File: src/rtl/branch_resolve_unit_pkg.sv
// Shared front-end / back-end branch definitions.
//   BR_PC_W     : default program-counter width
//   br_type_e   : branch type encoding as seen by the front end
//   br_entry_t  : speculative branch record at the default PC width
//   bru_state_e : resolve-unit control states
package branch_resolve_unit_pkg;

  localparam int unsigned BR_PC_W = 16;

  typedef enum logic [1:0] {
    BR_CC = 2'b00,
    BR_B  = 2'b01,
    BR_BL = 2'b10,
    BR_BX = 2'b11
  } br_type_e;

  typedef struct packed {
    logic               taken;
    logic               is_bx;
    logic [BR_PC_W-1:0] target_pc;
    logic [BR_PC_W-1:0] fall_pc;
  } br_entry_t;

  typedef enum logic {
    ST_RUN      = 1'b0,
    ST_REDIRECT = 1'b1
  } bru_state_e;

endpackage

File: src/rtl/branch_resolve_unit_if.sv
// FE/EX <-> branch resolve unit bundle.
//   spec_*     : speculative branch issue from the front end (spec_ready_o back)
//   resolve_*  : actual outcome of the oldest branch from execute
//   redirect_*, flush_o : registered correction pulse to the front end
//   count_o, branch_cnt_o, mispred_cnt_o, error_o : status
// master = FE/EX side, slave = resolve unit.
interface branch_resolve_unit_if #(
  parameter int unsigned PC_W  = 16,
  parameter int unsigned DEPTH = 4,
  parameter int unsigned CNT_W = 16
) ();
  logic                     spec_v_i;
  logic                     spec_ready_o;
  logic                     spec_taken_i;
  logic                     spec_is_bx_i;
  logic [PC_W-1:0]          spec_target_pc_i;
  logic [PC_W-1:0]          spec_fall_pc_i;
  logic                     resolve_v_i;
  logic                     resolve_taken_i;
  logic [PC_W-1:0]          resolve_target_i;
  logic                     redirect_v_o;
  logic [PC_W-1:0]          redirect_pc_o;
  logic                     flush_o;
  logic [$clog2(DEPTH):0]   count_o;
  logic [CNT_W-1:0]         branch_cnt_o;
  logic [CNT_W-1:0]         mispred_cnt_o;
  logic                     error_o;

  modport slave (
    input  spec_v_i, spec_taken_i, spec_is_bx_i, spec_target_pc_i, spec_fall_pc_i,
    input  resolve_v_i, resolve_taken_i, resolve_target_i,
    output spec_ready_o, redirect_v_o, redirect_pc_o, flush_o,
    output count_o, branch_cnt_o, mispred_cnt_o, error_o
  );

  modport master (
    output spec_v_i, spec_taken_i, spec_is_bx_i, spec_target_pc_i, spec_fall_pc_i,
    output resolve_v_i, resolve_taken_i, resolve_target_i,
    input  spec_ready_o, redirect_v_o, redirect_pc_o, flush_o,
    input  count_o, branch_cnt_o, mispred_cnt_o, error_o
  );
endinterface

File: src/rtl/branch_spec_fifo.sv
// Generic pointer-based FIFO with synchronous clear and occupancy count.
//   clk_i, reset_i : clock, async active-high reset
//   clr_i          : empty the queue (overrides push/pop)
//   push_i/din_i   : write (ignored when full)
//   pop_i/dout_o   : read head (ignored when empty); dout_o shows head
//   count_o, full_o, empty_o : occupancy
module branch_spec_fifo #(
  parameter int unsigned W     = 8,
  parameter int unsigned DEPTH = 4
) (
  input  logic                   clk_i,
  input  logic                   reset_i,
  input  logic                   clr_i,
  input  logic                   push_i,
  input  logic                   pop_i,
  input  logic [W-1:0]           din_i,
  output logic [W-1:0]           dout_o,
  output logic [$clog2(DEPTH):0] count_o,
  output logic                   full_o,
  output logic                   empty_o
);
  localparam int unsigned AW = $clog2(DEPTH);
  localparam logic [AW:0] ONE   = (AW+1)'(1);
  localparam logic [AW:0] FULLC = (AW+1)'(DEPTH);

  // Pointers carry one extra wrap bit so full and empty are distinguishable.
  logic [AW:0]  r_head;
  logic [AW:0]  r_tail;
  logic [W-1:0] r_mem [DEPTH];
  logic         w_push;
  logic         w_pop;

  assign count_o = r_tail - r_head;
  assign full_o  = (count_o == FULLC);
  assign empty_o = (r_head == r_tail);
  assign dout_o  = r_mem[r_head[AW-1:0]];
  assign w_push  = push_i && !full_o && !clr_i;
  assign w_pop   = pop_i && !empty_o;

  always_ff @(posedge clk_i or posedge reset_i) begin
    if (reset_i) begin
      r_head <= '0;
      r_tail <= '0;
    end else if (clr_i) begin
      r_head <= r_tail;
    end else begin
      if (w_push) r_tail <= r_tail + ONE;
      if (w_pop)  r_head <= r_head + ONE;
    end
  end

  always_ff @(posedge clk_i) begin
    if (w_push) r_mem[r_tail[AW-1:0]] <= din_i;
  end
endmodule

File: src/rtl/branch_resolve_unit.sv
// Back-end branch resolve unit: queues speculative branches issued by the
// front end, compares the oldest against the execute-stage outcome, and on a
// mispredict emits a registered one-cycle redirect + flush while clearing all
// younger (wrong-path) entries. Keeps saturating branch/mispredict counters.
//   clk_i, reset_i : clock, async active-high reset
//   bus (slave)    : spec issue, resolve, redirect/flush and status signals
module branch_resolve_unit
  import branch_resolve_unit_pkg::*;
#(
  parameter int unsigned PC_W  = BR_PC_W,
  parameter int unsigned DEPTH = 4,
  parameter int unsigned CNT_W = 16
) (
  input  logic                  clk_i,
  input  logic                  reset_i,
  branch_resolve_unit_if.slave  bus
);
  typedef struct packed {
    logic            taken;
    logic            is_bx;
    logic [PC_W-1:0] target_pc;
    logic [PC_W-1:0] fall_pc;
  } entry_t;

  localparam logic [CNT_W-1:0] CNT_ONE = CNT_W'(1);

  bru_state_e             r_state;
  logic                   r_redirect;
  logic                   r_flush;
  logic [PC_W-1:0]        r_redirect_pc;
  logic [CNT_W-1:0]       r_branch_cnt;
  logic [CNT_W-1:0]       r_mispred_cnt;
  logic                   r_error;

  entry_t                 w_push_entry;
  entry_t                 w_head;
  logic [$clog2(DEPTH):0] w_count;
  logic                   w_full;
  logic                   w_empty;
  logic                   w_run;
  logic                   w_push;
  logic                   w_resolve;
  logic                   w_wrong;
  logic                   w_mispred;
  logic [PC_W-1:0]        w_correct_pc;

  assign w_run     = (r_state == ST_RUN);
  assign w_push    = w_run && bus.spec_v_i && !w_full;
  assign w_resolve = w_run && bus.resolve_v_i && !w_empty;
  assign w_mispred = w_resolve && w_wrong;

  always_comb begin
    w_push_entry           = '0;
    w_push_entry.taken     = bus.spec_taken_i;
    w_push_entry.is_bx     = bus.spec_is_bx_i;
    w_push_entry.target_pc = bus.spec_target_pc_i;
    w_push_entry.fall_pc   = bus.spec_fall_pc_i;
  end

  // BX targets are only known at execute, so a taken BX always needs a redirect.
  always_comb begin
    w_wrong      = 1'b0;
    w_correct_pc = w_head.fall_pc;
    if (w_head.is_bx) begin
      w_wrong      = bus.resolve_taken_i ||
                     (w_head.taken && (w_head.target_pc != bus.resolve_target_i));
      w_correct_pc = bus.resolve_taken_i ? bus.resolve_target_i : w_head.fall_pc;
    end else begin
      w_wrong      = (w_head.taken != bus.resolve_taken_i);
      w_correct_pc = bus.resolve_taken_i ? w_head.target_pc : w_head.fall_pc;
    end
  end

  // Clear wins over a same-cycle push: that entry is already wrong-path.
  branch_spec_fifo #(
    .W     ($bits(entry_t)),
    .DEPTH (DEPTH)
  ) u_fifo (
    .clk_i   (clk_i),
    .reset_i (reset_i),
    .clr_i   (w_mispred),
    .push_i  (w_push),
    .pop_i   (w_resolve),
    .din_i   (w_push_entry),
    .dout_o  (w_head),
    .count_o (w_count),
    .full_o  (w_full),
    .empty_o (w_empty)
  );

  always_ff @(posedge clk_i or posedge reset_i) begin
    if (reset_i) begin
      r_state       <= ST_RUN;
      r_redirect    <= 1'b0;
      r_flush       <= 1'b0;
      r_redirect_pc <= '0;
    end else begin
      case (r_state)
        ST_RUN: begin
          if (w_mispred) begin
            r_state       <= ST_REDIRECT;
            r_redirect    <= 1'b1;
            r_flush       <= 1'b1;
            r_redirect_pc <= w_correct_pc;
          end
        end
        ST_REDIRECT: begin
          r_state    <= ST_RUN;
          r_redirect <= 1'b0;
          r_flush    <= 1'b0;
        end
        default: begin
          r_state    <= ST_RUN;
          r_redirect <= 1'b0;
          r_flush    <= 1'b0;
        end
      endcase
    end
  end

  always_ff @(posedge clk_i or posedge reset_i) begin
    if (reset_i) begin
      r_branch_cnt  <= '0;
      r_mispred_cnt <= '0;
      r_error       <= 1'b0;
    end else begin
      if (w_resolve && (r_branch_cnt != '1))  r_branch_cnt  <= r_branch_cnt + CNT_ONE;
      if (w_mispred && (r_mispred_cnt != '1)) r_mispred_cnt <= r_mispred_cnt + CNT_ONE;
      if (w_run && bus.resolve_v_i && w_empty) r_error <= 1'b1;
    end
  end

  assign bus.spec_ready_o  = !w_full;
  assign bus.redirect_v_o  = r_redirect;
  assign bus.flush_o       = r_flush;
  assign bus.redirect_pc_o = r_redirect_pc;
  assign bus.count_o       = w_count;
  assign bus.branch_cnt_o  = r_branch_cnt;
  assign bus.mispred_cnt_o = r_mispred_cnt;
  assign bus.error_o       = r_error;
endmodule

File: src/flat_wrapper.sv
// flat-port wrapper written by rule: the top's interface ports become plain ports
module branch_resolve_unit_flat import branch_resolve_unit_pkg::*;
#(
  parameter int unsigned PC_W  = BR_PC_W,
  parameter int unsigned DEPTH = 4,
  parameter int unsigned CNT_W = 16
)
  (clk_i, reset_i, bus_spec_v_i, bus_spec_taken_i, bus_spec_is_bx_i, bus_spec_target_pc_i, bus_spec_fall_pc_i, bus_resolve_v_i, bus_resolve_taken_i, bus_resolve_target_i, bus_spec_ready_o, bus_redirect_v_o, bus_redirect_pc_o, bus_flush_o, bus_count_o, bus_branch_cnt_o, bus_mispred_cnt_o, bus_error_o);
  branch_resolve_unit_if #(.PC_W(PC_W), .DEPTH(DEPTH), .CNT_W(CNT_W)) bus_i ();
  input  logic clk_i;
  input  logic reset_i;
  input wire logic [$bits(bus_i.spec_v_i)-1:0] bus_spec_v_i;
  input wire logic [$bits(bus_i.spec_taken_i)-1:0] bus_spec_taken_i;
  input wire logic [$bits(bus_i.spec_is_bx_i)-1:0] bus_spec_is_bx_i;
  input wire logic [$bits(bus_i.spec_target_pc_i)-1:0] bus_spec_target_pc_i;
  input wire logic [$bits(bus_i.spec_fall_pc_i)-1:0] bus_spec_fall_pc_i;
  input wire logic [$bits(bus_i.resolve_v_i)-1:0] bus_resolve_v_i;
  input wire logic [$bits(bus_i.resolve_taken_i)-1:0] bus_resolve_taken_i;
  input wire logic [$bits(bus_i.resolve_target_i)-1:0] bus_resolve_target_i;
  output wire logic [$bits(bus_i.spec_ready_o)-1:0] bus_spec_ready_o;
  output wire logic [$bits(bus_i.redirect_v_o)-1:0] bus_redirect_v_o;
  output wire logic [$bits(bus_i.redirect_pc_o)-1:0] bus_redirect_pc_o;
  output wire logic [$bits(bus_i.flush_o)-1:0] bus_flush_o;
  output wire logic [$bits(bus_i.count_o)-1:0] bus_count_o;
  output wire logic [$bits(bus_i.branch_cnt_o)-1:0] bus_branch_cnt_o;
  output wire logic [$bits(bus_i.mispred_cnt_o)-1:0] bus_mispred_cnt_o;
  output wire logic [$bits(bus_i.error_o)-1:0] bus_error_o;
  assign bus_i.spec_v_i = bus_spec_v_i;
  assign bus_i.spec_taken_i = bus_spec_taken_i;
  assign bus_i.spec_is_bx_i = bus_spec_is_bx_i;
  assign bus_i.spec_target_pc_i = bus_spec_target_pc_i;
  assign bus_i.spec_fall_pc_i = bus_spec_fall_pc_i;
  assign bus_i.resolve_v_i = bus_resolve_v_i;
  assign bus_i.resolve_taken_i = bus_resolve_taken_i;
  assign bus_i.resolve_target_i = bus_resolve_target_i;
  assign bus_spec_ready_o = bus_i.spec_ready_o;
  assign bus_redirect_v_o = bus_i.redirect_v_o;
  assign bus_redirect_pc_o = bus_i.redirect_pc_o;
  assign bus_flush_o = bus_i.flush_o;
  assign bus_count_o = bus_i.count_o;
  assign bus_branch_cnt_o = bus_i.branch_cnt_o;
  assign bus_mispred_cnt_o = bus_i.mispred_cnt_o;
  assign bus_error_o = bus_i.error_o;
  branch_resolve_unit #(.PC_W(PC_W), .DEPTH(DEPTH), .CNT_W(CNT_W)) u_core (.clk_i(clk_i), .reset_i(reset_i), .bus(bus_i));
endmodule
File: config.mk
export PLATFORM = sky130hd
export DESIGN_NAME = branch_resolve_unit_flat
export DESIGN_NICKNAME = d
export VERILOG_FILES = /design/src/rtl/branch_resolve_unit_pkg.sv /design/src/rtl/branch_resolve_unit_if.sv /design/src/rtl/branch_spec_fifo.sv /design/src/rtl/branch_resolve_unit.sv /design/src/flat_wrapper.sv
export SDC_FILE = /design/constraint.sdc
export NUM_CORES = 1
export LEC_CHECK = 0
export BUFFER_PORTS_ARGS = -buffer_cell sky130_fd_sc_hd__buf_2
export CORE_ASPECT_RATIO = 0.8
export CORE_MARGIN = 4
export CORE_UTILIZATION = 25
export CTS_BUF_LIST = sky130_fd_sc_hd__clkbuf_4
export CTS_CLUSTER_SIZE = 8
export DETAILED_ROUTE_END_ITERATION = 10
export PLACE_DENSITY = 0.4
export SKIP_LAST_GASP = 1
export SYNTH_ARGS = -nofsm -noshare
export SYNTH_HDL_FRONTEND = slang
export SYNTH_SLANG_ARGS = --single-unit
File: constraint.sdc
create_clock -name clk_i -period 7.1 [get_ports clk_i]
set_input_delay 0.71 -clock clk_i [delete_from_list [all_inputs] [get_ports clk_i]]
set_output_delay 0.71 -clock clk_i [all_outputs]
set_load 0.03 [all_outputs]
==> results of run 1 <==
-- kinds of logic after synthesis --
| logic type | synth area share |
|---|---|
| DFF | 0.659 |
| and+or+nand+nor | 0.0775 |
| muxes | 0.132 |
| AOI/OAI and AO/OA | 0.0452 |
| xor gates and xnor gates | 0.0492 |
| buffers and inverters | 0.0212 |
| adders and majority gates | 0.0159 |
-- registers in the layout, summed over array words and instances (netlist names) --
| name | count |
|---|---|
| u_core.u_fifo.r_mem | 136 |
| u_core.bus.redirect_pc_o | 16 |
| u_core.bus.mispred_cnt_o | 16 |
| u_core.r_state | 1 |
| u_core.bus.error_o | 1 |
| u_core.bus.branch_cnt_o | 16 |
| u_core.u_fifo.r_tail | 3 |
| u_core.u_fifo.r_head | 3 |
| u_core.bus.flush_o | 1 |
-- how the worst max path moves through the flow --
stage	from	endpoint	slack, ns
6_report	u_core.u_fifo.r_head[1]$_DFFE_PP0P_	u_core.u_fifo.r_mem[2][9]$_DFFE_PP_	2.56
5_1_grt	u_core.u_fifo.r_head[1]$_DFFE_PP0P_	u_core.u_fifo.r_mem[2][4]$_DFFE_PP_	2.28
3_5_place_dp	u_core.u_fifo.r_head[1]$_DFFE_PP0P_	u_core.u_fifo.r_mem[2][9]$_DFFE_PP_	2.45
2_1_floorplan	u_core.u_fifo.r_head[1]$_DFFE_PP0P_	u_core.u_fifo.r_mem[0][0]$_DFFE_PP_	3.41
4_1_cts	u_core.u_fifo.r_head[1]$_DFFE_PP0P_	u_core.u_fifo.r_mem[2][13]$_DFFE_PP_	2.42
3_3_place_gp	u_core.u_fifo.r_head[1]$_DFFE_PP0P_	u_core.u_fifo.r_mem[1][12]$_DFFE_PP_	2.67
-- critical path: cells and delay by family (launching register included) --
family | cells | cell delay [ns]
AO/OA/AOI/OAI | 4 | 0.91
buffers and inverters | 2 | 0.89
flip-flops | 1 | 0.99
multiplexers | 1 | 0.33
AND/OR/NAND/NOR | 3 | 0.96
-- cell usage after synthesis, types with 2 or more instances --
master and count:
sky130_fd_sc_hd__o21a_1 2, sky130_fd_sc_hd__xnor2_1 33, sky130_fd_sc_hd__nor4_1 3, sky130_fd_sc_hd__edfxtp_1 136
sky130_fd_sc_hd__nor2b_1 4, sky130_fd_sc_hd__mux2_2 21, sky130_fd_sc_hd__o21ai_0 4, sky130_fd_sc_hd__buf_1 4
sky130_fd_sc_hd__inv_1 10, sky130_fd_sc_hd__nand3_1 19, sky130_fd_sc_hd__o221ai_1 4, sky130_fd_sc_hd__mux4_2 23
sky130_fd_sc_hd__and2_1 10, sky130_fd_sc_hd__nor3_1 4, sky130_fd_sc_hd__buf_2 4, sky130_fd_sc_hd__a211oi_1 6
sky130_fd_sc_hd__and3_1 10, sky130_fd_sc_hd__a22oi_1 2, sky130_fd_sc_hd__nand2_1 32, sky130_fd_sc_hd__clkbuf_1 7
sky130_fd_sc_hd__o211ai_1 2, sky130_fd_sc_hd__mux2_1 2, sky130_fd_sc_hd__and4_1 3, sky130_fd_sc_hd__nand3b_1 2
sky130_fd_sc_hd__dfrtp_1 57, sky130_fd_sc_hd__mux2i_1 30, sky130_fd_sc_hd__buf_6 4, sky130_fd_sc_hd__nand4_1 7
sky130_fd_sc_hd__ha_1 9, sky130_fd_sc_hd__nor2_1 29, sky130_fd_sc_hd__a21oi_1 27, sky130_fd_sc_hd__buf_4 2
sky130_fd_sc_hd__xor2_1 14
-- per-layer routing --
| metal | part of all wire | global-route usage |
|---|---|---|
| met5 | 0.0013 | 0 |
| met4 | 0.0044 | 0.0227 |
| met2 | 0.47 | 0.191 |
| met3 | 0.048 | 0.0374 |
| met1 | 0.47 | 0.166 |
-- cell type report --
| type | count | area share |
|---|---|---|
| Antenna cell | 1 | 0.000260 |
| Sequential cell | 193 | 0.572 |
| Inverter | 11 | 0.00428 |
| Tap cell | 427 | 0.0554 |
| Clock inverter | 15 | 0.0144 |
| Clock buffer | 17 | 0.0132 |
| Multi-Input combinational cell | 321 | 0.278 |
| Timing Repair Buffer | 117 | 0.0628 |
-- power groups by stage --
stage	clock network (mW)	logic, mW	registers [mW]
global route	0.671	1.71	1.74
global placement	0	1.58	1.73
floorplan	0	1.02	1.79
detailed placement	0	1.60	1.73
finish	0.589	1.55	1.70
CTS	0.621	1.60	1.71
==> flow_results.org, run 1 <==
** STA
- The final-report max-slew violation count is 0.
- RSZ-0062 raised after global routing :: no
- Final hold violations :: 0
- Worst hold slack :: 0.288 ns
- Final setup violating endpoints :: 0
- Max Freq :: 220 MHz
- The clock period could shrink to 4.54 ns.
- Final TNS setup :: 0 ns
- Worst slew margin relative to its limit :: 0.388
- For the pin with the worst max-slew slack, the measured transition is approximately 0.9 ns.
- Fin Clk Skew :: ~0.029 ns
- Final worst-path cycle share :: 0.639
- Across all setup checks in the final design, the least slack found is 2.56 ns.

** Worst hold path
- In this run the worst hold path is classified as in2async.

** Final layout
- Footprint of the multi-input gates :: 2680 um^2
- The filler cells instantiated in the layout total 3373.
- Post-Layout Cell Count :: 1102
- Nets :: 726
- Compared with the post-synthesis result, the final layout area differs by 15.2%.
- Leaving out fill and tap cells, the most frequent cells in the layout are sky130_fd_sc_hd__edfxtp_1 (136), sky130_fd_sc_hd__buf_2 (109), sky130_fd_sc_hd__dfrtp_1 (55), sky130_fd_sc_hd__xnor2_1 (33), sky130_fd_sc_hd__nand2_1 (32).
- Core occupancy in the finished layout :: 0.294
- Summing all flip-flop and latch instances after layout gives 5510 um^2.
- Leading cell type in the layout, fill and taps excluded :: sky130_fd_sc_hd__edfxtp_1
- Share of layout cells above drive strength 1 :: 0.301
- The finished cells cover 9640 um^2.

** Critical path
- Reg2reg end :: u_core.u_fifo.r_mem[2][9]$_DFFE_PP_
- Data arrival time at the worst-slack endpoint :: 4.77 ns
- In this run the register-to-register setup slack is 2.56 ns.
- Slowest Stage Delay on Critical Path :: 0.99 ns
- Critical path's slowest cell :: sky130_fd_sc_hd__dfrtp_2
- The worst register-to-register path begins at u_core.u_fifo.r_head[1]$_DFFE_PP0P_.
- Walking the worst path, the cells encountered are buf_4, mux2i_1, o2bb2ai_1, a221oi_1, a22oi_1, or4_4, o211a_4, nor2_2, and2_1, buf_4.
- The worst setup path is captured at a flop.
- Most common cell on crit path :: sky130_fd_sc_hd__buf_4
- The worst setup path is launched from a flop.
- Data on the critical path is required at its endpoint by 7.33 ns.
- R2r worst-path depth :: 10
- Category of the critical setup timing path :: reg2reg
- Crit-path max FO :: 34

** Route
- Final wirelength :: 21500 um
- After detailed routing, the number of vias per cell comes to between 4 and 5.
- Pre-Repair DR Iteration Count :: 4
- Residual antenna-violating net count after detailed routing :: 0
- For this run, design rule violations remaining after detail routing come to 0.
- Routed vias :: between 4000 and 5000
- Average wire per cell in the routed design :: 19.5 um
- After the first detailed-routing iteration, the DRC count stood at about 340.

** Yosys
- Top area cells in the synthesized netlist :: sky130_fd_sc_hd__edfxtp_1 (49%), sky130_fd_sc_hd__dfrtp_1 (17%), sky130_fd_sc_hd__mux4_2 (6.2%)
- Synthesis handed over a netlist of roughly 550 instances.
- Number of enable flip-flop cells after synthesis :: around 140
- In this run the cell area of the synthesized design comes to 8360 um^2.
- Synth unique cells :: 54
- Synthesized net count :: a little over 600
- The share of synthesized area in the top cell type comes to 0.488.
- Number of warnings printed during yosys synthesis :: 0
- Share of async-settable or async-resettable flops after synthesis :: 0.295
- Top cell type by total area after synthesis :: sky130_fd_sc_hd__edfxtp_1
- Synthesis inferred 193 register bits.
- Of the synthesized area, sequential elements account for 0.659.
- Dominant register cell in the synthesized netlist :: sky130_fd_sc_hd__edfxtp_1
- The average instance in the mapped netlist occupies approximately 15 um^2.

** Clock tree
- Buffers inserted to repair hold after CTS numbered 0.
- In this run the deepest clock path goes through 2 buffers.
- TritonCTS built the clock tree.
- Clock tree synthesis inserted a total of 17 buffers.
- In this run the post-CTS setup repair buffer count came out at 0.
- Clock root buffer master :: sky130_fd_sc_hd__clkbuf_4
- # clock sinks :: 193
- Maximum level of the CTS H-tree :: 4
- Gates resized during post-CTS repair numbered 0.
- The later pin in the worst-skew pair is clocked with a latency of 0.60 ns.
- After clock tree synthesis, the clock-pin slew on the worst setup and hold paths is 0.16 ns.

** Power
- Power density relative to cell area :: 398 nW/um^2
- VDD sags by at most between 0.15 and 0.2 mV.
- Leakage power :: about 3.6 nW
- The internal power of the cells totals 2.30 mW.
- Of the total power, the clock network draws 0.154.
- Of the total power, the share spent switching nets is 0.400.
- Summing internal, switching and leakage power gives approximately 3.8 mW.
- The share of total power dissipated in sequential elements is 0.442.
- Combinational share of power :: 0.404
- In this run the power spent charging and discharging nets is approximately 1.5 mW.

** Placed design
- At the placement stage, the worst setup path has a slack of 2.45 ns.
- Including well taps, the total number of placed cells is 1069.
- In this run the tool buffered the top-level ports with 109 buffer cells.
- Final RePlAce weighted congestion :: 0.765
- Summed over all nets, the half-perimeter wirelength after detailed placement is 14900 um.
- The placed instances occupy a cell area of 9370 um^2.

** Floorplan
- For this configuration, the core starts out at a cell density of 0.255.
- Count of boundary I/O pins :: 110
- The floorplan step defined a die boundary enclosing 36500 um^2.
- The die is 172 um tall.
- Standard cell core area :: 32800 um^2
- The initialized floorplan defines 59 standard-cell rows.
- The die is 213 um wide.

** Global routing
- The number of global-route vias before repair is 5164.
- The first global-routing pass estimated 33000 um of wire.
- Overall overflow remaining after global route :: 0
- Entering global routing, the biggest net connects between 50 and 60 pins.
- GRT Util Overall :: 0.121
- Antenna violations before repair :: 4

** Run status
- The run finished with clean final reports.

** Flow run
- The tool flagged a number of max-cap violations equal to 0.
Power figures use the tool's default switching activity.
==> run 2, diff against run 1 <==
==> constraint.sdc (replaced) <==
create_clock -name clk_i -period 4.2 [get_ports clk_i]
set_input_delay 0.42 -clock clk_i [delete_from_list [all_inputs] [get_ports clk_i]]
set_output_delay 0.42 -clock clk_i [all_outputs]
set_load 0.03 [all_outputs]
==> flow_results.org, run 2 (synthesis results as in run 1) <==
** Run status
- Run status :: completed (unchanged)

** Critical path
- Category of the critical setup timing path :: reg2reg (unchanged)
- Critical Path RT :: 4.48 ns (was 7.33 ns)
- The flop-to-flop setup slack is 0.59 ns (was 2.56 ns).
- Data arrival time at the worst-slack endpoint :: 3.88 ns (was 4.77 ns)
- The startpoint kind of the worst setup timing path is a flop (unchanged).
- The critical path endpoint is u_core.u_fifo.r_mem[0][14]$_DFFE_PP_ (was u_core.u_fifo.r_mem[2][9]$_DFFE_PP_).
- Crit-path max FO :: 34 (unchanged)
- Source of the worst register-to-register timing path :: u_core.u_fifo.r_head[1]$_DFFE_PP0P_ (unchanged)
- R2r worst-path depth :: 11 (was 10)
- Reg2reg end :: u_core.u_fifo.r_mem[0][14]$_DFFE_PP_ (was u_core.u_fifo.r_mem[2][9]$_DFFE_PP_)
- Worst setup path startpoint :: u_core.u_fifo.r_head[1]$_DFFE_PP0P_ (unchanged)
- The endpoint class of the critical path is a flop (unchanged).

** Clock tree
- Maximum level of the CTS H-tree :: 4 (unchanged)
- The clock-pin slew reported for the worst setup and hold paths after clock tree synthesis came to 0.17 ns (was 0.16 ns).
- The number of buffers on the longest clock path is 2 (unchanged).
- The total clock sinks came to 193 (unchanged).
- The total clock buffers created by CTS was 17 (unchanged).
- The CTS tree was yes (unchanged).
- The number of post-CTS setup repair buffers came to 0 (unchanged).
- The master cell of the clock root buffer was sky130_fd_sc_hd__clkbuf_4 (unchanged).
- The clock insertion delay at the later pin of the skew report is 0.58 ns (was 0.60 ns).

** Power
- Combinational share of power :: 0.427 (was 0.404)
- Power spent charging and discharging nets :: 2.70 mW (was 1.53 mW)
- The internal power of the cells is 3.94 mW (was 2.30 mW).
- Clock share of power :: 0.155 (was 0.154)
- The total power draw was 6.64 mW (was 3.83 mW).
- Sequential share of power :: 0.418 (was 0.442)
- The standby leakage power was 3.75 nW (was 3.62 nW).
- Net switching share of the total power :: 0.407 (was 0.400)
- The areal power density over the cells was 667 nW/um^2 (was 398 nW/um^2).
- The worst ir drop on vdd came to 0.219 mV (was 0.171 mV).

** Global routing
- Busiest layer in global routing :: met2 (unchanged)
- The total congestion overflow was 0 (unchanged).
- M3 GR Usage :: 0.0241 (was 0.0374)
- Met1 Track Usage GR :: 0.173 (was 0.166)
- The wire length of the first global-routing pass was 33400 um (was 33000 um).
- Largest net degree at the start of global routing :: 43 (was 58)
- The number of global-route vias before repair was 5299 (was 5164).
- The met2 track utilization from global routing is 0.195 (was 0.191).
- GRT Util Overall :: 0.122 (was 0.121)
- Antenna violations before repair :: 1 (was 4)

** STA
- Final worst-path cycle share :: 0.859 (was 0.639)
- Worst slew margin relative to its limit :: 0.350 (was 0.388)
- Fin Clk Skew :: 0.0184 ns (was 0.0291 ns)
- Shortest period the worst path allows :: 3.61 ns (was 4.54 ns)
- RSZ-0062 raised after global routing: no (unchanged).
- The peak clock frequency supported by timing is 277 MHz (was 220 MHz).
- The final-report max-slew violation count came to 0 (unchanged).
- Final setup violating endpoints :: 0 (unchanged)
- The final hold violation count came to 0 (unchanged).
- The total negative slack for setup checks came to 0 ns (unchanged).
- Tightest Pin Transition :: 0.973 ns (was 0.918 ns)
- Worst hold slack :: 0.0294 ns (was 0.288 ns)

** Route
- The count of TritonRoute iterations in the first routing pass came to 4 (unchanged).
- The violation count after the first detailed-routing iteration came to 294 (was 343).
- Average wire per cell in the routed design :: 19.3 um (was 19.5 um)
- Residual DRC count :: 0 (unchanged)
- The final wirelength was 21800 um (was 21500 um).
- The total number of vias was 4966 (was 4952).
- DR vias/cell :: 4.39 (was 4.49)
- The number of antenna-violating nets in the routed design is 0 (unchanged).

** Floorplan
- Initial core utilization :: 0.255 (unchanged)
- Overall die area :: 36500 um^2 (unchanged)
- Standard cell core area :: 32800 um^2 (unchanged)
- Count of boundary I/O pins :: 110 (unchanged)
- Width of the chip :: 213 um (unchanged)
- Num rows :: 59 (unchanged)
- The vertical extent of the die was 172 um (unchanged).

** Final layout
- The share of cells above drive strength 1 is 0.303 (was 0.301).
- Flip-flop count of the largest register after layout :: 136 (unchanged)
- Nets :: 754 (was 726)
- Area occupied by registers :: 5510 um^2 (unchanged)
- Leading cell type in the layout, fill and taps excluded :: sky130_fd_sc_hd__edfxtp_1 (unchanged)
- The area growth from synthesis to layout was 19.1% (was 15.2%).
- The area of the multi-input gates came to 2680 um^2 (unchanged).
- The count of fill cells added during filler insertion is 3314 (was 3373).
- Commonest non-fill, non-tap cells in the layout: sky130_fd_sc_hd__edfxtp_1 (136), sky130_fd_sc_hd__buf_2 (109), sky130_fd_sc_hd__dfrtp_1 (55), sky130_fd_sc_hd__xnor2_1 (33), sky130_fd_sc_hd__nand2_1 (32) (unchanged).

** Worst hold path
- Worst min path class :: in2async (unchanged)

** Placed design
- The routability-driven placement congestion ratio is 0.783 (was 0.765).
- The half-perimeter wire length of the detailed placement result is 15800 um (was 14900 um).
- Number of port buffers :: 109 (unchanged)

** Flow run
- The count of maximum capacitance violations came to 0 (unchanged).
run 2: cell count changes in the layout (fill, tap and decap cells not counted), moves of 3 or more:
cell                            change
sky130_fd_sc_hd__dlygate4sd3_1     +19
sky130_fd_sc_hd__inv_2              -3
sky130_fd_sc_hd__buf_4              +6
sky130_fd_sc_hd__buf_12             +3
sky130_fd_sc_hd__inv_6              +5
sky130_fd_sc_hd__inv_4              -4
run 2: metal layers:
metal / part of all wire / wire length (um) / up-vias
met4: 0.0073 / 160 / 0
li1: - / - / 2348
met1: 0.49 / 10700 / 2526
met5: 0 / 0 / -
met2: 0.47 / 10400 / 85
met3: 0.030 / 646 / 7
run 2: worst max-delay path, stage by stage (launching register included):
cell	delay [ns]
sky130_fd_sc_hd__dfrtp_2	0.61
sky130_fd_sc_hd__buf_4	0.28
sky130_fd_sc_hd__buf_4	0.28
sky130_fd_sc_hd__mux2i_1	0.29
sky130_fd_sc_hd__xnor2_1	0.10
sky130_fd_sc_hd__a21oi_1	0.13
sky130_fd_sc_hd__a21oi_1	0.08
sky130_fd_sc_hd__or4_4	0.46
sky130_fd_sc_hd__o211a_4	0.35
sky130_fd_sc_hd__nor2_2	0.22
sky130_fd_sc_hd__and2_1	0.21
sky130_fd_sc_hd__buf_12	0.26
run 2: through the flow:
step / utilization / setup WS (ns) / instance area, um^2 / std cells
CTS: 0.303 / 0.551 / 9940 / 1127
global placement: 0.289 / 0.644 / 9480 / 1078
floorplan: - / 0.511 / 8360 / 547
finish: 0.304 / 0.594 / 9960 / 1130
detailed placement: 0.289 / 0.598 / 9480 / 1078
global route: 0.304 / 0.371 / 9960 / 1130
run 2: area by class of cell:
cell class                 instances  share of cell area
antenna                            1            0.000251
clock buffer                      17              0.0128
clock inverter                    15              0.0167
inverter                          11             0.00414
multi-input combinational        321               0.269
sequential                       193               0.553
tap                              427              0.0536
timing repair buffer             145              0.0904
run 2: what timing repair did:
action	CTS	global route
hold buffers	17	2
gates resized for setup	0	0
hold endpoints to repair	52	6
run 2: power by group through the flow:
stage	Combinational (mW)	Clock, mW	Sequential, mW
after floorplan	1.73	0	3.02
after global placement	2.86	0	2.82
after detailed placement	2.89	0	2.83
after CTS	2.91	1.08	2.79
after global routing	3.09	1.16	2.84
final	2.84	1.03	2.78
run 2: how the worst min path moves through the flow:
stage,start,end,slack (ns),depth (start not counted)
finish,reset_i,u_core.bus.branch_cnt_o[7]$_DFFE_PP0P_,0.03,2
global route,bus_spec_target_pc_i[13],u_core.u_fifo.r_mem[2][29]$_DFFE_PP_,0.004,1
CTS,bus_spec_target_pc_i[13],u_core.u_fifo.r_mem[3][29]$_DFFE_PP_,0.002,1
detailed placement,u_core.bus.branch_cnt_o[12]$_DFFE_PP0P_,u_core.bus.branch_cnt_o[12]$_DFFE_PP0P_,0.49,1
global placement,u_core.bus.branch_cnt_o[5]$_DFFE_PP0P_,u_core.bus.branch_cnt_o[5]$_DFFE_PP0P_,0.48,1
floorplan,u_core.u_fifo.r_tail[2]$_DFFE_PP0P_,u_core.u_fifo.r_tail[2]$_DFFE_PP0P_,0.48,1
